### src/rtl/band_bank_player.sv
// band_bank_player: plays NUM_BANDS samples (one per band) from a shared,
// band-banked ROM on every accepted sample strobe. A frame is a burst of
// NUM_BANDS reads followed by a drain, while the ROM latency and the output
// register empty. After the frame the sample pointer advances, wraps, or stops.
//
// state | meaning
// IDLE  | waiting for a strobe; the sample pointer is held
// READ  | issuing one ROM read per cycle, bands 0..NUM_BANDS-1
// DRAIN | reads done; waiting for the last band to leave the output register
// DONE  | one-shot table end reached; strobes ignored until restart or rst
module band_bank_player #(
    parameter int NUM_BANDS = 16,
    parameter int MEM_DEPTH = 4036,
    parameter int DATA_W    = 16,
    localparam int ADDR_W   = $clog2(MEM_DEPTH),
    localparam int BAND_W   = (NUM_BANDS > 1) ? $clog2(NUM_BANDS) : 1
) (
    input  logic                       clk,
    input  logic                       rst,
    input  logic                       enable,
    input  logic                       play,
    input  logic                       loop_mode,
    input  logic                       restart,
    output logic [BAND_W+ADDR_W-1:0]   mem_addr,
    output logic                       mem_rd_en,
    input  logic [DATA_W-1:0]          mem_dout,
    output logic signed [DATA_W-1:0]   data_out,
    output logic [BAND_W-1:0]          band_out,
    output logic                       valid_out,
    output logic                       frame_done,
    output logic                       busy,
    output logic                       done,
    output logic                       overrun
);

    localparam logic [ADDR_W-1:0] LAST_PTR  = ADDR_W'(MEM_DEPTH - 1);
    localparam logic [BAND_W-1:0] LAST_BAND = BAND_W'(NUM_BANDS - 1);

    typedef enum logic [1:0] {
        IDLE  = 2'd0,
        READ  = 2'd1,
        DRAIN = 2'd2,
        DONE  = 2'd3
    } state_t;

    state_t                     state_q, state_d;
    logic [ADDR_W-1:0]          ptr_q, ptr_d;
    logic [BAND_W-1:0]          band_cnt_q, band_cnt_d;
    logic                       mem_rd_en_q, mem_rd_en_d;
    logic [BAND_W+ADDR_W-1:0]   mem_addr_q, mem_addr_d;
    logic                       rd_v_q, rd_v_d;
    logic [BAND_W-1:0]          rd_band_q, rd_band_d;
    logic [DATA_W-1:0]          data_out_q, data_out_d;
    logic [BAND_W-1:0]          band_out_q, band_out_d;
    logic                       valid_out_q, valid_out_d;
    logic                       frame_done_q, frame_done_d;
    logic                       busy_q, busy_d;
    logic                       done_q, done_d;
    logic                       overrun_q, overrun_d;
    logic                       restart_pend_q, restart_pend_d;
    logic [ADDR_W-1:0]          ptr_start;

    // Next-state, read-issue and output-pipeline logic.
    always_comb begin
        state_d        = state_q;
        ptr_d          = ptr_q;
        band_cnt_d     = band_cnt_q;
        mem_rd_en_d    = 1'b0;
        mem_addr_d     = mem_addr_q;
        done_d         = done_q;
        overrun_d      = overrun_q;
        restart_pend_d = restart_pend_q;
        ptr_start      = ptr_q;

        // ROM word arrives the cycle after the read; register it straight out.
        rd_v_d       = mem_rd_en_q;
        rd_band_d    = mem_addr_q[BAND_W+ADDR_W-1:ADDR_W];
        valid_out_d  = rd_v_q;
        data_out_d   = rd_v_q ? mem_dout  : data_out_q;
        band_out_d   = rd_v_q ? rd_band_q : band_out_q;
        frame_done_d = rd_v_q && (rd_band_q == LAST_BAND);

        case (state_q)
            IDLE, DONE: begin
                // Restart takes effect before a same-cycle strobe is judged,
                // so a strobe paired with restart plays sample 0 even from DONE.
                if (restart) begin
                    ptr_d     = '0;
                    ptr_start = '0;
                    done_d    = 1'b0;
                    overrun_d = 1'b0;
                    state_d   = IDLE;
                end
                if (enable && play && (restart || state_q == IDLE)) begin
                    state_d     = READ;
                    band_cnt_d  = '0;
                    mem_rd_en_d = 1'b1;
                    mem_addr_d  = {BAND_W'(0), ptr_start};
                end
            end
            READ: begin
                if (enable)  overrun_d      = 1'b1;
                if (restart) restart_pend_d = 1'b1;
                if (band_cnt_q == LAST_BAND) begin
                    state_d = DRAIN;
                end else begin
                    band_cnt_d  = band_cnt_q + BAND_W'(1);
                    mem_rd_en_d = 1'b1;
                    mem_addr_d  = {band_cnt_q + BAND_W'(1), ptr_q};
                end
            end
            DRAIN: begin
                if (enable)  overrun_d      = 1'b1;
                if (restart) restart_pend_d = 1'b1;
                // frame_done_q marks the cycle of the last valid_out.
                if (frame_done_q) begin
                    state_d = IDLE;
                    if (restart_pend_q || restart) begin
                        ptr_d          = '0;
                        done_d         = 1'b0;
                        overrun_d      = 1'b0;
                        restart_pend_d = 1'b0;
                    end else if (ptr_q != LAST_PTR) begin
                        ptr_d = ptr_q + ADDR_W'(1);
                    end else if (loop_mode) begin
                        ptr_d = '0;
                    end else begin
                        done_d  = 1'b1;
                        state_d = DONE;
                    end
                end
            end
            default: state_d = IDLE;
        endcase

        busy_d = (state_d == READ) || (state_d == DRAIN);
    end

    // State and registered outputs; rst clears everything at once.
    always_ff @(posedge clk or posedge rst) begin
        if (rst) begin
            state_q        <= IDLE;
            ptr_q          <= '0;
            band_cnt_q     <= '0;
            mem_rd_en_q    <= 1'b0;
            mem_addr_q     <= '0;
            rd_v_q         <= 1'b0;
            rd_band_q      <= '0;
            data_out_q     <= '0;
            band_out_q     <= '0;
            valid_out_q    <= 1'b0;
            frame_done_q   <= 1'b0;
            busy_q         <= 1'b0;
            done_q         <= 1'b0;
            overrun_q      <= 1'b0;
            restart_pend_q <= 1'b0;
        end else begin
            state_q        <= state_d;
            ptr_q          <= ptr_d;
            band_cnt_q     <= band_cnt_d;
            mem_rd_en_q    <= mem_rd_en_d;
            mem_addr_q     <= mem_addr_d;
            rd_v_q         <= rd_v_d;
            rd_band_q      <= rd_band_d;
            data_out_q     <= data_out_d;
            band_out_q     <= band_out_d;
            valid_out_q    <= valid_out_d;
            frame_done_q   <= frame_done_d;
            busy_q         <= busy_d;
            done_q         <= done_d;
            overrun_q      <= overrun_d;
            restart_pend_q <= restart_pend_d;
        end
    end

    assign mem_addr   = mem_addr_q;
    assign mem_rd_en  = mem_rd_en_q;
    assign data_out   = data_out_q;
    assign band_out   = band_out_q;
    assign valid_out  = valid_out_q;
    assign frame_done = frame_done_q;
    assign busy       = busy_q;
    assign done       = done_q;
    assign overrun    = overrun_q;

endmodule
### config.mk
export PLATFORM = sky130hd
export DESIGN_NAME = band_bank_player
export DESIGN_NICKNAME = d
export VERILOG_FILES = /design/src/rtl/band_bank_player.sv
export SDC_FILE = /design/constraint.sdc
export NUM_CORES = 1
export LEC_CHECK = 0
export ABC_AREA = 1
export BUFFER_PORTS_ARGS = -buffer_cell sky130_fd_sc_hd__buf_2
export CAP_MARGIN = 40
export CORE_MARGIN = 1.5
export CORE_UTILIZATION = 36
export CTS_CLUSTER_SIZE = 30
export DETAILED_ROUTE_END_ITERATION = 16
export HOLD_SLACK_MARGIN = 0.02
export PLACE_DENSITY = 0.6
export SETUP_SLACK_MARGIN = 0.15
export SLEW_MARGIN = 20
export SYNTH_ARGS = -nofsm -noshare
export SYNTH_HDL_FRONTEND = slang
export SYNTH_SLANG_ARGS = --single-unit
### constraint.sdc
create_clock -name clk -period 1.6 [get_ports clk]
set_input_delay 0.16 -clock clk [delete_from_list [all_inputs] [get_ports clk]]
set_output_delay 0.16 -clock clk [all_outputs]
set_load 0.02 [all_outputs]
== Word level (Yosys, flattened, before mapping) ==
Cells that the tools add are included.

* Output and inout port bits: 42
* Bits of input ports: 22
* Word-level logic and storage cells: 83
* Memories kept: 0
* Bits in read-only memories: 0
* Memory bits (writable): 0
* Latch bits: 0
* Register bits: 66

* Divide/modulo/power cells: 0
* Mux-type cells: 37
* $lt $le $gt $ge: 0
* Multipliers: 0
* Bitwise operators: 0
* Add/subtract/negate cells: 2
* Reductions and logical operators: 14
* Eq/ne operators: 15
* Shift-type cells: 0

{| class="wikitable"
|+ Operators with widths
! kind !! number
|-
| 2-to-1 mux 12 bit || 5
|-
| 2-to-1 mux 16 bit || 2
|-
| one-hot mux 16 bit (2 select lines) || 1
|-
| one-hot mux 12 bit (2 select lines) || 1
|-
| 2-to-1 mux 2 bit || 7
|-
| 2-to-1 mux 1 bit || 13
|-
| adder 12 x 1 -> 12 bit, second input constant || 1
|-
| != test 12 bit, second input constant || 1
|-
| equality test 4 bit, second input constant || 2
|-
| 2-to-1 mux 4 bit || 2
|-
| != test 2 bit, second input constant || 4
|-
| one-hot mux 4 bit (2 select lines) || 1
|-
| equality test 2 bit, second input constant || 3
|-
| != test 3 bit, second input constant || 2
|-
| one-hot mux 1 bit (2 select lines) || 3
|-
| one-hot mux 2 bit (3 select lines) || 1
|-
| AND reduction 3 bit || 2
|-
| nonzero test 2 bit || 3
|-
| AND reduction 5 bit || 1
|-
| adder 4 x 1 -> 4 bit, second input constant || 1
|-
| equality test 2 x 1 -> 1 bit, second input constant || 2
|-
| != test 4 bit, second input constant || 1
|-
| logical AND 1 bit || 3
|-
| logical OR 1 bit || 3
|-
| other kinds (3) || 3
|}

== Depth between registers and ports, before layout ==
Gate-level depths: netlist of the first run.

* Word-level depth: 7
* Depth in mapped cells: 13
* Depth with buffers taken out: 12

== Least setup slack after synthesis of the first run ==
Ideal clock, no wire load.

* Path kind: register to register
* From: reg state_q[0]
* To: reg mem_addr_q[0], in the netlist mem_addr[0]
* Setup time: 0.126 ns
* Arrival: 1.511 ns
* Cell stages (with the launch flop): 11
* Path buffers: 2
* Clock period less this slack: 1.637 ns
* Slack: -0.037 ns
* Path through: dfrtp_1 -> inv_1 -> ha_1 -> inv_1 -> nand2_2 -> nand2_2 -> nand2_2 -> buf_6 -> buf_6 -> nand2_1 -> o21ai_0

* Longest elaborated chain between the ends: 5
* Elaborated cells between the ends (all ways): 11

{| class="wikitable"
|+ Ends and longest elaborated chain
! item !! RTL line !! text
|-
| from (decl) || 46 || <nowiki>state_t state_q, state_d;</nowiki>
|-
| from (signal assigned) || 158 || <nowiki>state_q <= state_d;</nowiki>
|-
| zero test 2 bit || 83, 94 ||
|-
| logical OR 1 bit || 94 || <nowiki>if (enable && play && (restart || state_q == IDLE)) begin</nowiki>
|-
| logical AND 1 bit || 94 ||
|-
| != test 2 bit (no source line) || n/a ||
|-
| AND reduction 3 bit (no source line) || n/a ||
|-
| to (signal assigned) || 162 || <nowiki>mem_addr_q <= mem_addr_d;</nowiki>
|-
| to (decl) || 50 || <nowiki>logic [BAND_W+ADDR_W-1:0] mem_addr_q, mem_addr_d;</nowiki>
|}

Parallel ways exist; a longest one is shown, timed or not.
A chain may end at the register's enable or synchronous reset.

== Final worst setup path of the first run ==
* From: reg state_q[1]
* To: reg band_cnt_q[3]

* Longest elaborated chain between the ends: 5
* Elaborated cells between the ends (all ways): 11

{| class="wikitable"
|+ Ends and longest elaborated chain
! item !! RTL line !! text
|-
| zero test 2 bit || 83, 94 ||
|-
| logical OR 1 bit || 94 ||
|-
| logical AND 1 bit || 94 ||
|-
| != test 2 bit (no source line) || n/a ||
|-
| AND reduction 3 bit (no source line) || n/a ||
|-
| to (signal assigned) || 160 || <nowiki>band_cnt_q <= band_cnt_d;</nowiki>
|-
| to (decl) || 48 || <nowiki>logic [BAND_W-1:0] band_cnt_q, band_cnt_d;</nowiki>
|}

Parallel ways exist; a longest one is shown, timed or not.

==> impl_metrics.yaml, run 1 <==
outcome:
  status: "complete, no violations"
yosys:
  yosys_warnings: 0
  ys_ff_latch: 62
  synth_fp_nets: 359
  ys_seq_area_frac: 0.509
  synth_cell_types: 31
  synth.avg_cell_area_um2: 9.18
  synthCells: 332
  syn_area_um2: 3050
cts:
  htree_levels: 3
  clock-root-buffer: "clkbuf_8"
  clk_pin_slew_ns: 0.08
  clock_latency_ns: 0.34
  cts_buffer_depth: 2
  numClockSinks: 62
  cts_buffers: 9
  cts_tree: "yes"
detailed_routing:
  vias_per_cell: 4.84
  drc: 0
  vias: 2647
  drt_wl_total_mm: 7.41
  ant_nets: 0
  first_pass_iters: 5
  wl_per_cell_um: 13.5
  drtIter0Drc: 173
placed_design:
  hpwl_mm: 4.71
  portBuffers: 63
  place_congestion: 0.834
  dpl_cell_area_um2: 3630
timing:
  worstMarginPinSlew_ns: 0.372
  fin_crit_sh: 0.958
  rsz0062_at_grt: "true"
  clock.fmax_ghz: 0.652
  slew_headroom: 0.750
  min_period_ns: 1.53
  slew_viol_final: 0
  whs_ns: 0.0524
  tns_ns: 0
  setup-violations-final: 0
  finClkSkew_ns: 0.0112
  hold_viol_final: 0
floorplanning:
  rows: 33
  die-area_um2: 9020
  core-area_um2: 8220
  num_io_pins: 64
  die-width_um: 95.0
  die_h_um: 95.0
  start_util: 0.371
hold_path:
  hold_class: "input pin to flop"
  holdPathStages: 2
final_layout:
  drive_gt1_frac: 0.509
  antenna_cells_inserted: 0
  nNetsFinal: 464
  fillers: 742
  final_common_cell: "buf_2"
  mostFrequentLayoutCells: "buf_2, nand2_1, dfrtp_1"
  regArea_um2: 1550
  multi_input_area_um2: 1560
  final_util: 0.530
  syn_to_final_growth_pct: 42.9
  finish.instance_area_um2: 4350
critical_path:
  critical_path_required_ns: 1.83
  crit_fanout: 7
  r2r_cells: 9
  crit_arrival_ns: 1.76
  startpoint_type: "flop"
  crit_type: "flop to flop"
  setup.worst_path.end_class: "flop"
pwr:
  ir_drop_mv: 0.430
  power_density_nw_per_um2: 1090
  leakagePower_nw: 2.09
  fin_total_pwr_mw: 4.76
job:
  maxCapViolations: 0
global_route:
  grt_pass1_vias: 2343
  grt_usage: 0.162
  grt_antenna_before_repair: 0
  grt_max_degree: 63
  grt_pass1_wl_mm: 11.0
  grt-ovfl-total: 0
-- worst paths after layout --
kind / start / endpoint / slack, ns
min in group asynchronous: rst / mem_addr[1]$_DFFE_PP0P_ / 0.44
max in group asynchronous: rst / ptr_q[2]$_DFFE_PP0P_ / 0.88
hold reg to reg: mem_rd_en$_DFF_PP0_ / rd_v_q$_DFF_PP0_ / 0.40
setup reg to reg: state_q[1]$_DFF_PP0_ / band_cnt_q[3]$_DFFE_PP0P_ / 0.07
hold / removal: mem_dout[12] / data_out[12]$_DFFE_PP0P_ / 0.05
setup / recovery: state_q[1]$_DFF_PP0_ / band_cnt_q[3]$_DFFE_PP0P_ / 0.07
-- state kept, by name, indices dropped and copies added, names as in the netlist --
signal          cells
state_q             2
restart_pend_q      1
ptr_q              12
frame_done          1
rd_v_q              1
band_out            4
busy                1
rd_band_q           4
band_cnt_q          4
mem_rd_en           1
data_out           16
done                1
valid_out           1
overrun             1
mem_addr           12
-- cells by family (layout without fill, tap and decap cells) --
family                     Yosys count  after routing  synth area share
xor gates and xnor gates             3              3           0.00863
adders and majority gates            5              5            0.0205
AOI/OAI and AO/OA                   47             47            0.0916
DFF                                 62             62             0.509
and+or+nand+nor                    152            153             0.227
buffers and inverters               44            153            0.0727
muxes                               19             19            0.0702
-- cells in the mapped netlist --
library cell   n  area share
nand2_1       89        0.11
dfrtp_1       62        0.51
inv_1         27       0.033
mux2_2        19       0.070
nand3_1       19       0.031
o21ai_0       19       0.031
nor2_1        18       0.022
nand4_1        8       0.016
nand2_2        7       0.014
o21ai_1        7       0.011
o21ai_2        6       0.017
a21oi_1        5      0.0082
buf_6          5       0.018
ha_1           5       0.021
o31ai_1        5       0.012
nor2_4         4       0.015
buf_2          3      0.0049
buf_4          3      0.0074
clkbuf_1       3      0.0037
nor2_2         3      0.0062
xor2_1         3      0.0086
a31oi_1        2      0.0041
nand3_2        2      0.0066
a21o_1         1      0.0025
a22oi_1        1      0.0025
clkbuf_2       1      0.0016
inv_2          1      0.0012
inv_4          1      0.0021
nand2_4        1      0.0037
o22ai_1        1      0.0021
or2_2          1      0.0021
-- critical path, cell delays in order, from the launching register on --
cell and delay (ns):
dfrtp_1 0.40, inv_2 0.12, ha_4 0.25, inv_6 0.10, nand2_4 0.07, nand2_4 0.10, nand2_8 0.09, clkbuf_16 0.19
nand2_4 0.05, o31ai_2 0.05
-- power by group --
group          leakage [nW]  internal, mW  switching (mW)
registers             0.807          1.79           0.110
logic                  1.17         0.533           0.709
clock network         0.110         0.931           0.687
-- routing by layer --
metal | track usage | vias up | part of all wire
li1 | - | 1298 | -
met1 | 0.197 | 1258 | 0.45
met2 | 0.265 | 81 | 0.48
met3 | 0.0580 | 10 | 0.058
met4 | 0.0522 | 0 | 0.011
met5 | 0 | - | 0
-- timing repair --
action                                  CTS  global route
endpoints found under the setup margin   30            31
buffers inserted                          8             8
pin swaps                                 7            23
hold buffers                              1             0
cloned                                    0             4
hold endpoints to repair                 62             0
gates resized for setup                  12            77
-- cell type report --
type,count,area share
Multi-Input combinational cell,227,0.359
Clock inverter,6,0.0213
Inverter,29,0.0287
Timing Repair Buffer,108,0.172
Clock buffer,10,0.0316
Sequential cell,62,0.357
Tap cell,105,0.0302
-- metrics by stage --
stage / instances / worst slack [ns]
2_1_floorplan: 332 / 0.155
3_3_place_gp: 510 / 0.0651
3_5_place_dp: 510 / 0.0105
4_1_cts: 535 / 0.0947
5_1_grt: 547 / 0.00713
6_report: 547 / 0.0665
No activity file was read; power rests on OpenSTA's default activity.
==> run 2: changes to the inputs <==
Settings changed: PLACE_DENSITY 0.6 to not set, PLACE_DENSITY_LB_ADDON set to 0.12, REMOVE_ABC_BUFFERS set to 1.
==> impl_metrics.yaml, run 2 (synthesized netlist as in run 1, its figures left out) <==
timing:
  finClkSkew_ns: 0.0106
  worstMarginPinSlew_ns: 0.450
  fin_crit_sh: 0.966
  min_period_ns: 1.55
  setup-violations-final: 0
  slew_viol_final: 0
  clock.fmax_ghz: 0.647
  slew_headroom: 0.700
  hold_viol_final: 0
  rsz0062_at_grt: "true"
  whs_ns: 0.0554
  setup_ws_ns: 0.0540
final_layout:
  stdcell_count: 547
  finish.instance_area_um2: 4320
  drive_gt1_frac: 0.489
  largest_register_ff_count: 16
  syn_to_final_growth_pct: 41.8
  antenna_cells_inserted: 0
  final_common_cell: "nand2_1"
  nNetsFinal: 464
  mostFrequentLayoutCells: "nand2_1, buf_2, dfrtp_1"
  fillers: 769
detailed_routing:
  drtIter0Drc: 117
  ant_nets: 0
  first_pass_iters: 4
  drc: 0
  vias_per_cell: 4.76
  vias: 2606
  drt_wl_total_mm: 7.27
  wl_per_cell_um: 13.3
pwr:
  leakagePower_nw: 2.07
  intPower_mw: 3.21
  seqPwrFrac: 0.404
  power_density_nw_per_um2: 1090
  power_switching_mw: 1.48
  ir_drop_mv: 0.485
  power_frac_comb: 0.269
  clock_power_share: 0.326
  p_sw_frac: 0.315
placed_design:
  hpwl_mm: 4.90
  portBuffers: 63
  place_congestion: 0.786
  dpl_cell_area_um2: 3690
  dp.cells: 517
  pre_cts_ws_ns: -0.0377
floorplanning:
  num_io_pins: 64
  die-area_um2: 9020
  start_util: 0.371
  die_h_um: 95.0
  rows: 33
  core-area_um2: 8220
  die-width_um: 95.0
global_route:
  grt_pass1_vias: 2424
  grt-ovfl-total: 0
  grt_pass1_wl_mm: 11.3
  grt_antenna_before_repair: 0
  grt_max_degree: 29
  grt_usage: 0.164
outcome:
  status: "complete, no violations"
cts:
  cts_buffers: 9
  cts_buffer_depth: 2
  htree_levels: 3
  numClockSinks: 62
  clk_pin_slew_ns: 0.08
  clock-root-buffer: "clkbuf_8"
  clock_latency_ns: 0.34
  cts_tree: "yes"
hold_path:
  hold_class: "input pin to flop"
critical_path:
  startpoint_type: "flop"
  critical_path_required_ns: 1.82
  crit_arrival_ns: 1.77
  crit_type: "flop to flop"
  setup.worst_path.end_class: "flop"
  crit_fanout: 7
job:
  maxCapViolations: 0
## run 2: final timing paths
| check | slack (ns) | to | start | cells past startpoint |
|---|---|---|---|---|
| worst max-delay path | 0.05 | mem_addr[10]$_DFFE_PP0P_ | state_q[1]$_DFF_PP0_ | 8 |
| worst min-delay path | 0.06 | data_out[10]$_DFFE_PP0P_ | mem_dout[10] | 2 |
| worst max register to register | 0.05 | mem_addr[10]$_DFFE_PP0P_ | state_q[1]$_DFF_PP0_ | 8 |
| worst min register to register | 0.39 | rd_v_q$_DFF_PP0_ | mem_rd_en$_DFF_PP0_ | 0 |
| max in group asynchronous | 0.71 | ptr_q[5]$_DFFE_PP0P_ | rst | 4 |
| min in group asynchronous | 0.38 | data_out[10]$_DFFE_PP0P_ | rst | 3 |
## run 2: layout make-up
type | count | area (um^2) | share of cell area
Timing Repair Buffer | 108 | 764 | 0.177
Clock buffer | 9 | 124 | 0.0287
Tap cell | 105 | 131 | 0.0304
Multi-Input combinational cell | 227 | 1540 | 0.355
Clock inverter | 7 | 97.6 | 0.0226
Sequential cell | 62 | 1560 | 0.360
Inverter | 29 | 114 | 0.0263
## run 2: what timing repair did
| item | 4_1_cts | 5_1_grt |
|---|---|---|
| cloned | 1 | 3 |
| setup endpoints to repair | 30 | 30 |
| setup buffers | 6 | 3 |
| hold endpoints to repair | 18 | 0 |
| gates resized for setup | 24 | 55 |
| pin swaps | 7 | 3 |
| hold buffers | 1 | 0 |
## run 2: stage by stage
stage / setup TNS, ns / total power [mW] / utilization
finish: 0 / 4.69 / 0.526
global route: -0.166 / 4.93 / 0.526
CTS: 0 / 4.62 / 0.493
detailed placement: -0.134 / 3.00 / 0.449
global placement: 0 / 2.99 / 0.449
floorplan: -8.02 / 2.56 / -
## run 2: power by group through the flow
stage               clock, mW  sequential (mW)  combinational (mW)
finish                   1.53             1.90                1.26
global route             1.64             1.92                1.36
CTS                      1.58             1.90                1.14
detailed placement          0             1.93                1.07
global placement            0             1.93                1.06
floorplan                   0             2.20               0.366
## run 2: routing by layer
layer	part of all wire	global-route usage	wire length [um]	up-vias
li1	-	-	-	1300
met1	0.47	0.216	3410	1221
met2	0.46	0.254	3370	72
met3	0.047	0.0346	345	13
met4	0.020	0.0846	145	0
met5	0	0	0	-
## run 2: critical path: stages, from the launching register on
cell and delay, ns:
dfrtp_1 0.37, inv_2 0.09, ha_4 0.32, nand2_1 0.12
nand2_4 0.13, nand2_8 0.09, clkbuf_16 0.20, nand2_2 0.05
o21ai_1 0.06
==> run 3: changes to the inputs <==
Settings changed: BUFFER_PORTS_ARGS -buffer_cell sky130_fd_sc_hd__buf_2 to not set, DONT_BUFFER_PORTS set to 1.
==> impl_metrics.yaml, run 3 (synthesized netlist as in run 1, its figures left out) <==
outcome:
  status: "complete, no violations"
hold_path:
  hold_start: "restart"
  hold_class: "input pin to flop"
  holdPathStages: 3
cts:
  htree_levels: 3
  cts_tree: "yes"
  clock_latency_ns: 0.34
  cts_buffers: 9
  numClockSinks: 62
  clock-root-buffer: "clkbuf_8"
  cts_buffer_depth: 2
  clk_pin_slew_ns: 0.08
critical_path:
  cp.depth: 9
  cp-startpoint: "state_q[1]$_DFF_PP0_"
  setup.worst_path.end_class: "flop"
  crit_chain: "inv_2 -> ha_4 -> inv_6 -> nand2_4 -> nand2_4 -> nand2_8 -> clkbuf_16 -> nand2_2 -> o31ai_4"
  cp_top_family: "flip-flops"
  crit_arrival_ns: 1.76
  r2r-start: "state_q[1]$_DFF_PP0_"
  r2r_cells: 9
  crit_slowest_cell: "dfrtp_1"
  crit_fanout: 7
  slowest_delay_ns: 0.39
  crit_type: "flop to flop"
  startpoint_type: "flop"
  critical_path_required_ns: 1.83
  cp_common_cell: "nand2_4"
  path_buf_inv: 3
floorplanning:
  die-area_um2: 9020
  core-area_um2: 8220
  start_util: 0.371
  rows: 33
  die_h_um: 95.0
  num_io_pins: 64
  die-width_um: 95.0
timing:
  whs_ns: 0.0344
  fin_crit_sh: 0.958
  tns_ns: 0
  setup_ws_ns: 0.0666
  finClkSkew_ns: 0.0162
  slew_viol_final: 0
  slew_headroom: 0.666
  clock.fmax_ghz: 0.652
  hold_viol_final: 0
  setup-violations-final: 0
  rsz0062_at_grt: "true"
  min_period_ns: 1.53
  worstMarginPinSlew_ns: 0.500
detailed_routing:
  drc: 0
  drtIter0Drc: 88
  wl_per_cell_um: 14.6
  first_pass_iters: 4
  ant_nets: 0
  vias: 2465
  drt_wl_total_mm: 7.45
  vias_per_cell: 4.83
job:
  maxCapViolations: 0
global_route:
  grt_usage: 0.172
  grt-ovfl-total: 0
  grt_pass1_wl_mm: 11.6
  grt_pass1_vias: 2409
  grt_max_degree: 40
  grt_antenna_before_repair: 0
final_layout:
  final_util: 0.522
  largest_register_ff_count: 16
  drive_gt1_frac: 0.398
  syn_to_final_growth_pct: 40.8
  mostFrequentLayoutCells: "nand2_1, dfrtp_1, buf_4"
  fillers: 761
  antenna_cells_inserted: 0
  nNetsFinal: 427
  final_common_cell: "nand2_1"
placed_design:
  hpwl_mm: 4.63
  pre_cts_ws_ns: -0.0285
  portBuffers: 0
  place_congestion: 0.796
pwr:
  power_density_nw_per_um2: 1090
  leakagePower_nw: 1.96
  ir_drop_mv: 0.506
[run 3: worst reg2reg max path: cells and delay by family, from the launching register on]
kind | cells | cell delay, ns
flip-flops | 1 | 0.39
AO/OA/AOI/OAI | 1 | 0.07
buffers and inverters | 3 | 0.39
AND/OR/NAND/NOR | 4 | 0.34
adder cells (fa/ha/maj) | 1 | 0.26
[run 3: final cells by class]
cell class | instances | area (um^2) | area share
Sequential cell | 62 | 1550 | 0.362
Multi-Input combinational cell | 226 | 1540 | 0.359
Timing Repair Buffer | 72 | 699 | 0.163
Clock buffer | 10 | 138 | 0.0321
Tap cell | 105 | 131 | 0.0306
Inverter | 29 | 119 | 0.0277
Clock inverter | 6 | 109 | 0.0254
[run 3: layer usage]
metal | track usage | part of all wire | vias up
li1 | - | - | 1230
met1 | 0.220 | 0.46 | 1166
met2 | 0.272 | 0.47 | 60
met3 | 0.0523 | 0.056 | 9
met4 | 0.0634 | 0.014 | 0
met5 | 0 | 0 | -
[run 3: metrics by stage]
| stage | std cells | area, um^2 | power, mW |
|---|---|---|---|
| 3_3_place_gp | 458 | 3390 | 2.83 |
| 4_1_cts | 497 | 3990 | 4.66 |
| 2_1_floorplan | 317 | 2940 | 2.56 |
| 3_5_place_dp | 458 | 3390 | 2.83 |
| 6_report | 510 | 4290 | 4.70 |
| 5_1_grt | 510 | 4290 | 4.93 |
[run 3: timing repair]
action                                  CTS  global route
resized for setup                        36            51
pin swaps                                 8            21
setup buffers                             4            10
endpoints found under the hold margin    45             0
hold buffers                             19             0
cloned                                    0             3
endpoints found under the setup margin   29            30
[run 3: report_power, final]
part / internal [mW] / total [mW] / switching, mW / leakage [nW]
registers: 1.79 / 2.12 / 0.333 / 0.809
logic: 0.411 / 0.848 / 0.438 / 1.02
clock network: 1.08 / 1.73 / 0.651 / 0.126
[run 3: final timing paths]
path                                        endpoint  slack, ns
min in group asynchronous   data_out[10]$_DFFE_PP0P_       0.30
max in group asynchronous       ptr_q[2]$_DFFE_PP0P_       0.69
max                        band_cnt_q[3]$_DFFE_PP0P_       0.07
min                             ptr_q[3]$_DFFE_PP0P_       0.03
max reg2reg                band_cnt_q[3]$_DFFE_PP0P_       0.07
min reg2reg                  band_out[2]$_DFFE_PP0P_       0.47
